`config.mk`:
```
export PLATFORM = sky130hd
export DESIGN_NAME = sqrt_result_pack_flat
export DESIGN_NICKNAME = d
export VERILOG_FILES = /design/src/rtl/sqrt_result_pack_if.sv /design/src/rtl/sqrt_result_pack.sv /design/src/flat_wrapper.sv
export SDC_FILE = /design/constraint.sdc
export NUM_CORES = 1
export LEC_CHECK = 0
export CAP_MARGIN = 20
export CORE_AREA = 4 4 83 85
export CTS_CLUSTER_DIAMETER = 60
export CTS_CLUSTER_SIZE = 28
export DETAILED_ROUTE_END_ITERATION = 10
export DIE_AREA = 0 0 87 89
export PLACE_DENSITY = 0.64
export SETUP_SLACK_MARGIN = 0.05
export SLEW_MARGIN = 20
export SYNTH_ARGS = -nofsm -noshare
export SYNTH_HDL_FRONTEND = slang
export SYNTH_SLANG_ARGS = --single-unit
```
`constraint.sdc`:
```
create_clock -name clk -period 1.89 [get_ports clk]
set_input_delay 0.378 -clock clk [delete_from_list [all_inputs] [get_ports clk]]
set_output_delay 0.378 -clock clk [all_outputs]
set_load 0.01 [all_outputs]
```
`src/rtl/sqrt_result_pack_if.sv`:
```
// Bundle for the sqrt result capture inputs and the packed-word valid/ready output.
// The master modport belongs to the producer/consumer side and the slave modport to the packer.
interface sqrt_result_pack_if #(
    parameter int DEPTH = 2,
    parameter int AW    = 1
);
    logic          it_valid;
    logic          result;
    logic          sign_in;
    logic [6:0]    exp_in;
    logic [10:0]   mant_in;
    logic          is_nan_in;
    logic          is_pinf_in;
    logic          is_ninf_in;
    logic          flush;
    logic          out_ready;
    logic          out_valid;
    logic [15:0]   out_data;
    logic [AW:0]   level;
    logic          overflow;
    logic          range_err;

    modport master (
        output it_valid, result, sign_in, exp_in, mant_in,
               is_nan_in, is_pinf_in, is_ninf_in, flush, out_ready,
        input  out_valid, out_data, level, overflow, range_err
    );

    modport slave (
        input  it_valid, result, sign_in, exp_in, mant_in,
               is_nan_in, is_pinf_in, is_ninf_in, flush, out_ready,
        output out_valid, out_data, level, overflow, range_err
    );
endinterface

```
`src/rtl/sqrt_result_pack.sv`:
```
// Captures finished sqrt results, packs them into binary16 and queues them in a
// small FIFO behind a valid/ready port, since the sqrt stage cannot be stalled.
module sqrt_result_pack #(
    parameter int DEPTH = 2,
    parameter int AW    = 1
) (
    input logic               clk,
    input logic               rst_n,
    sqrt_result_pack_if.slave bus
);
    localparam logic [AW:0] FULL_LEVEL = (AW + 1)'(DEPTH);

    logic              w_capture;
    logic              w_push;
    logic              w_pop;
    logic              w_full;
    logic              w_write;
    logic              w_out_valid;
    logic              w_range_hi;
    logic              w_range_lo;
    logic signed [6:0] w_exp;
    logic        [6:0] w_biased;
    logic       [15:0] w_packed;

    logic       [15:0] r_mem [DEPTH];
    logic     [AW-1:0] r_wr_ptr;
    logic     [AW-1:0] r_rd_ptr;
    logic       [AW:0] r_level;
    logic              r_overflow;
    logic              r_range_err;

    assign w_exp    = bus.exp_in;
    assign w_biased = bus.exp_in + 7'd15;

    // NOTE: every output of a combinational block gets a default first, so no path can infer a latch.
    always_comb begin
        w_range_hi = 1'b0;
        w_range_lo = 1'b0;
        w_packed   = '0;
        if (bus.is_nan_in || bus.is_ninf_in) begin
            w_packed = {bus.sign_in, 5'h1F, 1'b1, bus.mant_in[8:0]};
        end else if (bus.is_pinf_in) begin
            w_packed = 16'h7C00;
        end else if (w_exp == -7'sd15) begin
            w_packed = {bus.sign_in, 5'h00, bus.mant_in[9:0]};
        end else if (w_exp > 7'sd15) begin
            w_packed   = {bus.sign_in, 15'h7C00};
            w_range_hi = 1'b1;
        end else if (w_exp < -7'sd15) begin
            w_packed   = {bus.sign_in, 15'h0000};
            w_range_lo = 1'b1;
        end else begin
            w_packed = {bus.sign_in, w_biased[4:0], bus.mant_in[9:0]};
        end
    end

    // A held result with it_valid low is the idle special hold, not a new operation.
    assign w_capture   = bus.result & bus.it_valid;
    assign w_out_valid = (r_level != '0);
    assign w_full      = (r_level == FULL_LEVEL);
    assign w_push      = w_capture & ~bus.flush;
    assign w_pop       = w_out_valid & bus.out_ready & ~bus.flush;
    assign w_write     = w_push & (~w_full | w_pop);

    // NOTE: sequential state uses non-blocking assignments so every register samples pre-edge values.
    always_ff @(posedge clk or negedge rst_n) begin
        if (!rst_n) begin
            r_wr_ptr    <= '0;
            r_rd_ptr    <= '0;
            r_level     <= '0;
            r_overflow  <= 1'b0;
            r_range_err <= 1'b0;
        end else begin
            if (bus.flush) begin
                r_wr_ptr <= '0;
                r_rd_ptr <= '0;
                r_level  <= '0;
            end else begin
                if (w_write) r_wr_ptr <= r_wr_ptr + AW'(1);
                if (w_pop)   r_rd_ptr <= r_rd_ptr + AW'(1);
                if (w_write && !w_pop)      r_level <= r_level + (AW + 1)'(1);
                else if (!w_write && w_pop) r_level <= r_level - (AW + 1)'(1);
            end
            if (w_push && w_full && !w_pop)            r_overflow  <= 1'b1;
            if (w_capture && (w_range_hi || w_range_lo)) r_range_err <= 1'b1;
        end
    end

    // NOTE: storage is reset too, so nothing stale can ever appear on out_data after reset.
    always_ff @(posedge clk or negedge rst_n) begin
        if (!rst_n) begin
            for (int i = 0; i < DEPTH; i++) r_mem[i] <= '0;
        end else if (w_write) begin
            r_mem[r_wr_ptr] <= w_packed;
        end
    end

    assign bus.out_valid = w_out_valid;
    assign bus.out_data  = w_out_valid ? r_mem[r_rd_ptr] : 16'h0000;
    assign bus.level     = r_level;
    assign bus.overflow  = r_overflow;
    assign bus.range_err = r_range_err;
endmodule
```
`src/flat_wrapper.sv`:
```
// flat-port wrapper written by rule: the top's interface ports become plain ports
module sqrt_result_pack_flat 
#(
    parameter int DEPTH = 2,
    parameter int AW    = 1
)
  (clk, rst_n, bus_it_valid, bus_result, bus_sign_in, bus_exp_in, bus_mant_in, bus_is_nan_in, bus_is_pinf_in, bus_is_ninf_in, bus_flush, bus_out_ready, bus_out_valid, bus_out_data, bus_level, bus_overflow, bus_range_err);
  sqrt_result_pack_if #(.DEPTH(DEPTH), .AW(AW)) bus_i ();
  input logic clk;
  input logic rst_n;
  input wire logic [$bits(bus_i.it_valid)-1:0] bus_it_valid;
  input wire logic [$bits(bus_i.result)-1:0] bus_result;
  input wire logic [$bits(bus_i.sign_in)-1:0] bus_sign_in;
  input wire logic [$bits(bus_i.exp_in)-1:0] bus_exp_in;
  input wire logic [$bits(bus_i.mant_in)-1:0] bus_mant_in;
  input wire logic [$bits(bus_i.is_nan_in)-1:0] bus_is_nan_in;
  input wire logic [$bits(bus_i.is_pinf_in)-1:0] bus_is_pinf_in;
  input wire logic [$bits(bus_i.is_ninf_in)-1:0] bus_is_ninf_in;
  input wire logic [$bits(bus_i.flush)-1:0] bus_flush;
  input wire logic [$bits(bus_i.out_ready)-1:0] bus_out_ready;
  output wire logic [$bits(bus_i.out_valid)-1:0] bus_out_valid;
  output wire logic [$bits(bus_i.out_data)-1:0] bus_out_data;
  output wire logic [$bits(bus_i.level)-1:0] bus_level;
  output wire logic [$bits(bus_i.overflow)-1:0] bus_overflow;
  output wire logic [$bits(bus_i.range_err)-1:0] bus_range_err;
  assign bus_i.it_valid = bus_it_valid;
  assign bus_i.result = bus_result;
  assign bus_i.sign_in = bus_sign_in;
  assign bus_i.exp_in = bus_exp_in;
  assign bus_i.mant_in = bus_mant_in;
  assign bus_i.is_nan_in = bus_is_nan_in;
  assign bus_i.is_pinf_in = bus_is_pinf_in;
  assign bus_i.is_ninf_in = bus_is_ninf_in;
  assign bus_i.flush = bus_flush;
  assign bus_i.out_ready = bus_out_ready;
  assign bus_out_valid = bus_i.out_valid;
  assign bus_out_data = bus_i.out_data;
  assign bus_level = bus_i.level;
  assign bus_overflow = bus_i.overflow;
  assign bus_range_err = bus_i.range_err;
  sqrt_result_pack #(.DEPTH(DEPTH), .AW(AW)) u_core (.clk(clk), .rst_n(rst_n), .bus(bus_i));
endmodule
```
## Word-level counts from Yosys, hierarchy flattened

Index checks and enable logic that the tools add are counted.

- Order comparisons: 5
- Muxes and demuxes: 28
- Bitwise gates (word level): 10
- Add/subtract/negate cells: 5
- Reduce and logical (&&, ||, !) cells: 14
- Eq/ne operators: 2

Operators by type and width:

| operator | count |
|---|---|
| 16-bit two-way mux | 7 |
| 15-bit two-way mux | 3 |
| 32-bit bitwise mux | 1 |
| 16-bit demux with 1-bit select | 1 |
| 1-bit two-way mux | 13 |
| 7-bit by 5-bit == test with 1-bit output (second input constant) | 1 |
| 7-bit by 5-bit greater-than comparator with 1-bit output (second input constant) | 1 |
| 7-bit by 5-bit less-than comparator with 1-bit output (second input constant) | 1 |
| 1-bit logical AND | 6 |
| 2-bit two-way mux | 3 |
| 2-bit nonzero test | 3 |
| 5-bit by 4-bit adder with 5-bit output (second input constant) | 1 |
| 1-bit bitwise AND | 5 |
| 2-bit greater-or-equal comparator (second input constant) | 2 |
| 1-bit inverter with 2-bit output | 2 |
| 3-bit nonzero test | 1 |
| 1-bit adder (second input constant) | 2 |
| 2-bit by 1-bit adder with 2-bit output (second input constant) | 1 |
| 2-bit == test (second input constant) | 1 |
| 1-bit zero test | 2 |
| 1-bit logical OR | 2 |
| 2-bit by 1-bit less-than comparator with 1-bit output (second input constant) | 1 |
| 1-bit inverter | 2 |
| 2-bit by 1-bit subtractor with 2-bit output (second input constant) | 1 |
| 1-bit OR | 1 |

- Word-level logic and storage cells: 71
- Bits in registers: 38
- Output and inout port bits: 21
- Input bits: 28

## Logic depth before layout (Yosys ltp)

- Depth after elaboration: 10
- Mapped depth: 7
- Depth with buffers taken out: 6

## Worst setup path after synthesis

No wires, ideal clock.

- Path kind: input port to flip-flop
- From: input bus_exp_in[0]
- To: register u_core.r_mem[0] (netlist bit)
- Stages on the path: 5
- Arrival time: 1.911 ns
- Path buffers: 1
- Data required time: 1.764 ns
- Library setup time: 0.126 ns
- Path slack: -0.147 ns
- Cells stage by stage: or3_4 -> or4b_4 -> a311oi_4 -> buf_6 -> o21ai_0

- Longest elaborated chain between the ends: 7
- Elaborated cells between the ends (all ways): 9
- Those cells by class: order compare (2); eq/ne (1); mux (6)

RTL lines:

| item | line | RTL |
|---|---|---|
| from (decl) | flat_wrapper.sv:14 | `input wire logic [$bits(bus_i.exp_in)-1:0] bus_exp_in;` |
| 7-bit by 5-bit less-than comparator with 1-bit output | sqrt_result_pack.sv:49 | `end else if (w_exp < -7'sd15) begin` |
| 15-bit two-way mux | sqrt_result_pack.sv:49 |  |
| 15-bit two-way mux | sqrt_result_pack.sv:46 | `end else if (w_exp > 7'sd15) begin` |
| 15-bit two-way mux * | sqrt_result_pack.sv:44 | `end else if (w_exp == -7'sd15) begin` |
| 16-bit two-way mux * | sqrt_result_pack.sv:42 | `end else if (bus.is_pinf_in) begin` |
| 16-bit two-way mux * | sqrt_result_pack.sv:40 | `if (bus.is_nan_in \|\| bus.is_ninf_in) begin` |
| 32-bit bitwise mux * | sqrt_result_pack.sv:94 | `r_mem[r_wr_ptr] <= w_packed;` |
| to (signal, indexed assignment) | sqrt_result_pack.sv:94 |  |
| to (decl) | sqrt_result_pack.sv:25 | `logic [15:0] r_mem [DEPTH];` |

Mark *: on every way between the ends. The rest lies on a longest branch, timed or not.
A chain may end at the register's enable or synchronous reset.

## Final worst setup path

Ends and elaborated chain as after synthesis.

==> results.sh <==
export IMPL_power_density_nw_per_um2=680.8
export IMPL_critPathKind="primary input to flop"
export IMPL_power_switching_mw=0.6281
export IMPL_clock_fmax_ghz=0.5366
export IMPL_p_seq_frac=0.471
export IMPL_setup_viol=0
export IMPL_postLayoutCellArea_um2=3183
export IMPL_grt_max_degree=39
export IMPL_cts_tree="yes"
export IMPL_required_ns=2.08
export IMPL_crit_start="bus_exp_in[0]"
export IMPL_status="complete, no violations"
export IMPL_grt_pass1_wl_um=9632
export IMPL_drt_total_wl_um=5677
export IMPL_synth_distinct_cells=40
export IMPL_vias_per_cell=5.060
export IMPL_fin_skew_ns=0.006338
export IMPL_grt_pass1_vias=2060
export IMPL_antenna_found_initial=0
export IMPL_hold_viol=0
export IMPL_overflow=0
export IMPL_rsz0062_at_grt="true"
export IMPL_critPathCaptureType="flop"
export IMPL_clockBufferDepth=2
export IMPL_synth_edf_count=0
export IMPL_synth_ff_type="dfrtp_1"
export IMPL_ant_nets=0
export IMPL_track_usage=0.1579
export IMPL_syn_area_per_cell_um2=9.157
export IMPL_clkPwrFrac=0.271
export IMPL_arrival_ns=2.05
export IMPL_htreeDepth=2
export IMPL_rows=29
export IMPL_leakage_nw=1.409
export IMPL_sw_frac_of_total=0.2899
export IMPL_worstMarginPinSlew_ns=0.4984
export IMPL_internal_power_mw=1.539
export IMPL_place_area_um2=2910
export IMPL_cts_root_buf="clkbuf_8"
export IMPL_synth_area_um2=2097
export IMPL_drive_gt1_frac=0.3219
export IMPL_hold_class="primary input to async pin"
export IMPL_cts_sinks=38
export IMPL_n_antenna_cell=0
export IMPL_slew_viol_final=0
export IMPL_clock_latency_ns=0.29
export IMPL_vdd_ir_drop_worst_v=0.0002963
export IMPL_drc_errors=0
export IMPL_numPortBuffers=47
export IMPL_power_frac_comb=0.258
export IMPL_r2r_start="u_core.bus.level[0]$_DFFE_PN0P_"
export IMPL_reg2reg_depth=5
export IMPL_place_ws_ns=-0.5503
export IMPL_numCtsBuffers=5
export IMPL_r2r_slack_ns=0.18
export IMPL_async_reset_ff_frac=1.000
export IMPL_worstSetupEndpoint="u_core.r_mem[0]$_DFFE_PN0P_"
export IMPL_syn_instance_count=229
export IMPL_finalSetupTns_ns=0
export IMPL_vias=2009
export IMPL_yosysWarnings=0
export IMPL_io_pins=49
export IMPL_synth_ff_latch_count=38
export IMPL_synth_nets=260
export IMPL_setup_slack_ns=0.02656
export IMPL_drv_cap=0
export IMPL_start_util=0.3380
export IMPL_die_w_um=87
export IMPL_reg2reg_to="u_core.r_mem[0]$_DFFE_PN0P_"
export IMPL_hold_buffers=0
export IMPL_cp_start_kind="primary input"
export IMPL_drt_pre_antenna_iters=4
export IMPL_wl_per_cell_um=14.30
export IMPL_seq_area_frac_synth=0.4535
export IMPL_die_h_um=89
export IMPL_post_route_util=0.5130
export IMPL_fin_crit_ns=1.863
export IMPL_slew_headroom=0.6677
export IMPL_core_area_um2=6205
export IMPL_fin_crit_sh=0.9859
export IMPL_place_hpwl_um=4004
export IMPL_path_max_fanout=5
export IMPL_path_clk_slew_ns=0.08
export IMPL_drt_iter0_drc=81
export IMPL_dieArea_um2=7743
export IMPL_finalWeightedCongestion=0.7838
export IMPL_syn2layout_area_growth_pct=51.79
export IMPL_final_nets=350
## state kept, by name (all words and copies together), names as in the netlist
name,cells
u_core.bus.level,2
u_core.r_rd_ptr,1
u_core.r_wr_ptr,1
u_core.bus.overflow,1
u_core.r_mem,32
u_core.bus.range_err,1
## final cells by class
| class | instances | area (um^2) |
|---|---|---|
| fill | 581 | 3022 |
| tap | 77 | 96.34 |
| sequential | 38 | 950.9 |
| inverter | 9 | 33.78 |
| timing repair buffer | 95 | 874.6 |
| clock buffer | 6 | 82.58 |
| clock inverter | 2 | 12.51 |
| multi-input combinational | 170 | 1132 |
## synth_stat cells, types with 4 or more instances
| master | instances | area share |
|---|---|---|
| nand2_1 | 45 | 0.081 |
| dfrtp_1 | 38 | 0.45 |
| o21ai_0 | 26 | 0.062 |
| nor2_1 | 25 | 0.045 |
| mux2i_1 | 16 | 0.076 |
| inv_1 | 9 | 0.016 |
| a31oi_1 | 6 | 0.018 |
| clkbuf_1 | 6 | 0.011 |
| a21oi_1 | 4 | 0.0095 |
| mux2_2 | 4 | 0.021 |
| o22a_1 | 4 | 0.017 |
## critical path: stages
cell and delay, ns:
buf_6 0.10, or3_4 0.38, or4b_4 0.55, a311oi_4 0.23
buf_6 0.16, buf_12 0.11, buf_12 0.11, o21ai_2 0.05
## repair_timing
action | in CTS | in global routing
setup buffers | 9 | 1
pin swaps | 22 | 4
gates cloned | 3 | 0
setup endpoints to repair | 38 | 30
resized for setup | 92 | 15
## cells in the final DEF (no fill, tap or decap), types with 6 or more instances in the layout
| cell | instances |
|---|---|
| dlygate4sd2_1 | 7 |
| buf_4 | 37 |
| nor2_1 | 23 |
| mux2i_1 | 14 |
| o21ai_0 | 8 |
| inv_1 | 9 |
| buf_6 | 8 |
| a31oi_1 | 6 |
| dfrtp_1 | 38 |
| clkdlybuf4s50_1 | 23 |
| clkbuf_8 | 6 |
| nand2_1 | 45 |
| o21ai_2 | 18 |
## how the worst min path moves through the flow
stage               slack (ns)                            start                         endpoint
finish                    0.14                            rst_n      u_core.r_mem[1]$_DFFE_PN0P_
CTS                       0.16                            rst_n     u_core.r_mem[28]$_DFFE_PN0P_
global route              0.19                            rst_n  u_core.bus.overflow$_DFFE_PN0P_
global placement          0.45                            rst_n  u_core.bus.overflow$_DFFE_PN0P_
floorplan                 0.08                            rst_n  u_core.bus.level[0]$_DFFE_PN0P_
detailed placement        0.46  u_core.bus.overflow$_DFFE_PN0P_  u_core.bus.overflow$_DFFE_PN0P_
## through the flow
stage               instances  hold WS [ns]  total power, mW
finish                    397        0.1359            2.167
detailed placement        380        0.4553            1.523
CTS                       400        0.1584            2.197
floorplan                 229       0.08241            1.259
global route              397        0.1855            2.288
global placement          380        0.4531            1.506
## logic make-up after synthesis
group           share of synthesized area
buf+inv                           0.05370
simple gates                       0.1981
flops                              0.4535
fa+ha+maj                         0.01790
compound gates                     0.1706
xor+xnor                         0.008355
mux                               0.09785
## power by group through the flow
stage / combinational (mW) / sequential [mW] / clock (mW)
2_1_floorplan: 0.249 / 1.01 / 0
3_3_place_gp: 0.485 / 1.02 / 0
3_5_place_dp: 0.495 / 1.03 / 0
4_1_cts: 0.585 / 1.01 / 0.598
5_1_grt: 0.624 / 1.03 / 0.629
6_report: 0.559 / 1.02 / 0.588
## per-layer routing
| layer | track usage | wire length [um] | up-vias |
|---|---|---|---|
| met1 | 0.1917 | 2456 | 960 |
| met2 | 0.2843 | 2859 | 60 |
| met5 | 0 | 0 | - |
| met3 | 0.02673 | 271 | 9 |
| met4 | 0.05099 | 91 | 0 |
| li1 | - | - | 980 |
Note: power is estimated with default switching activity, not from simulation.
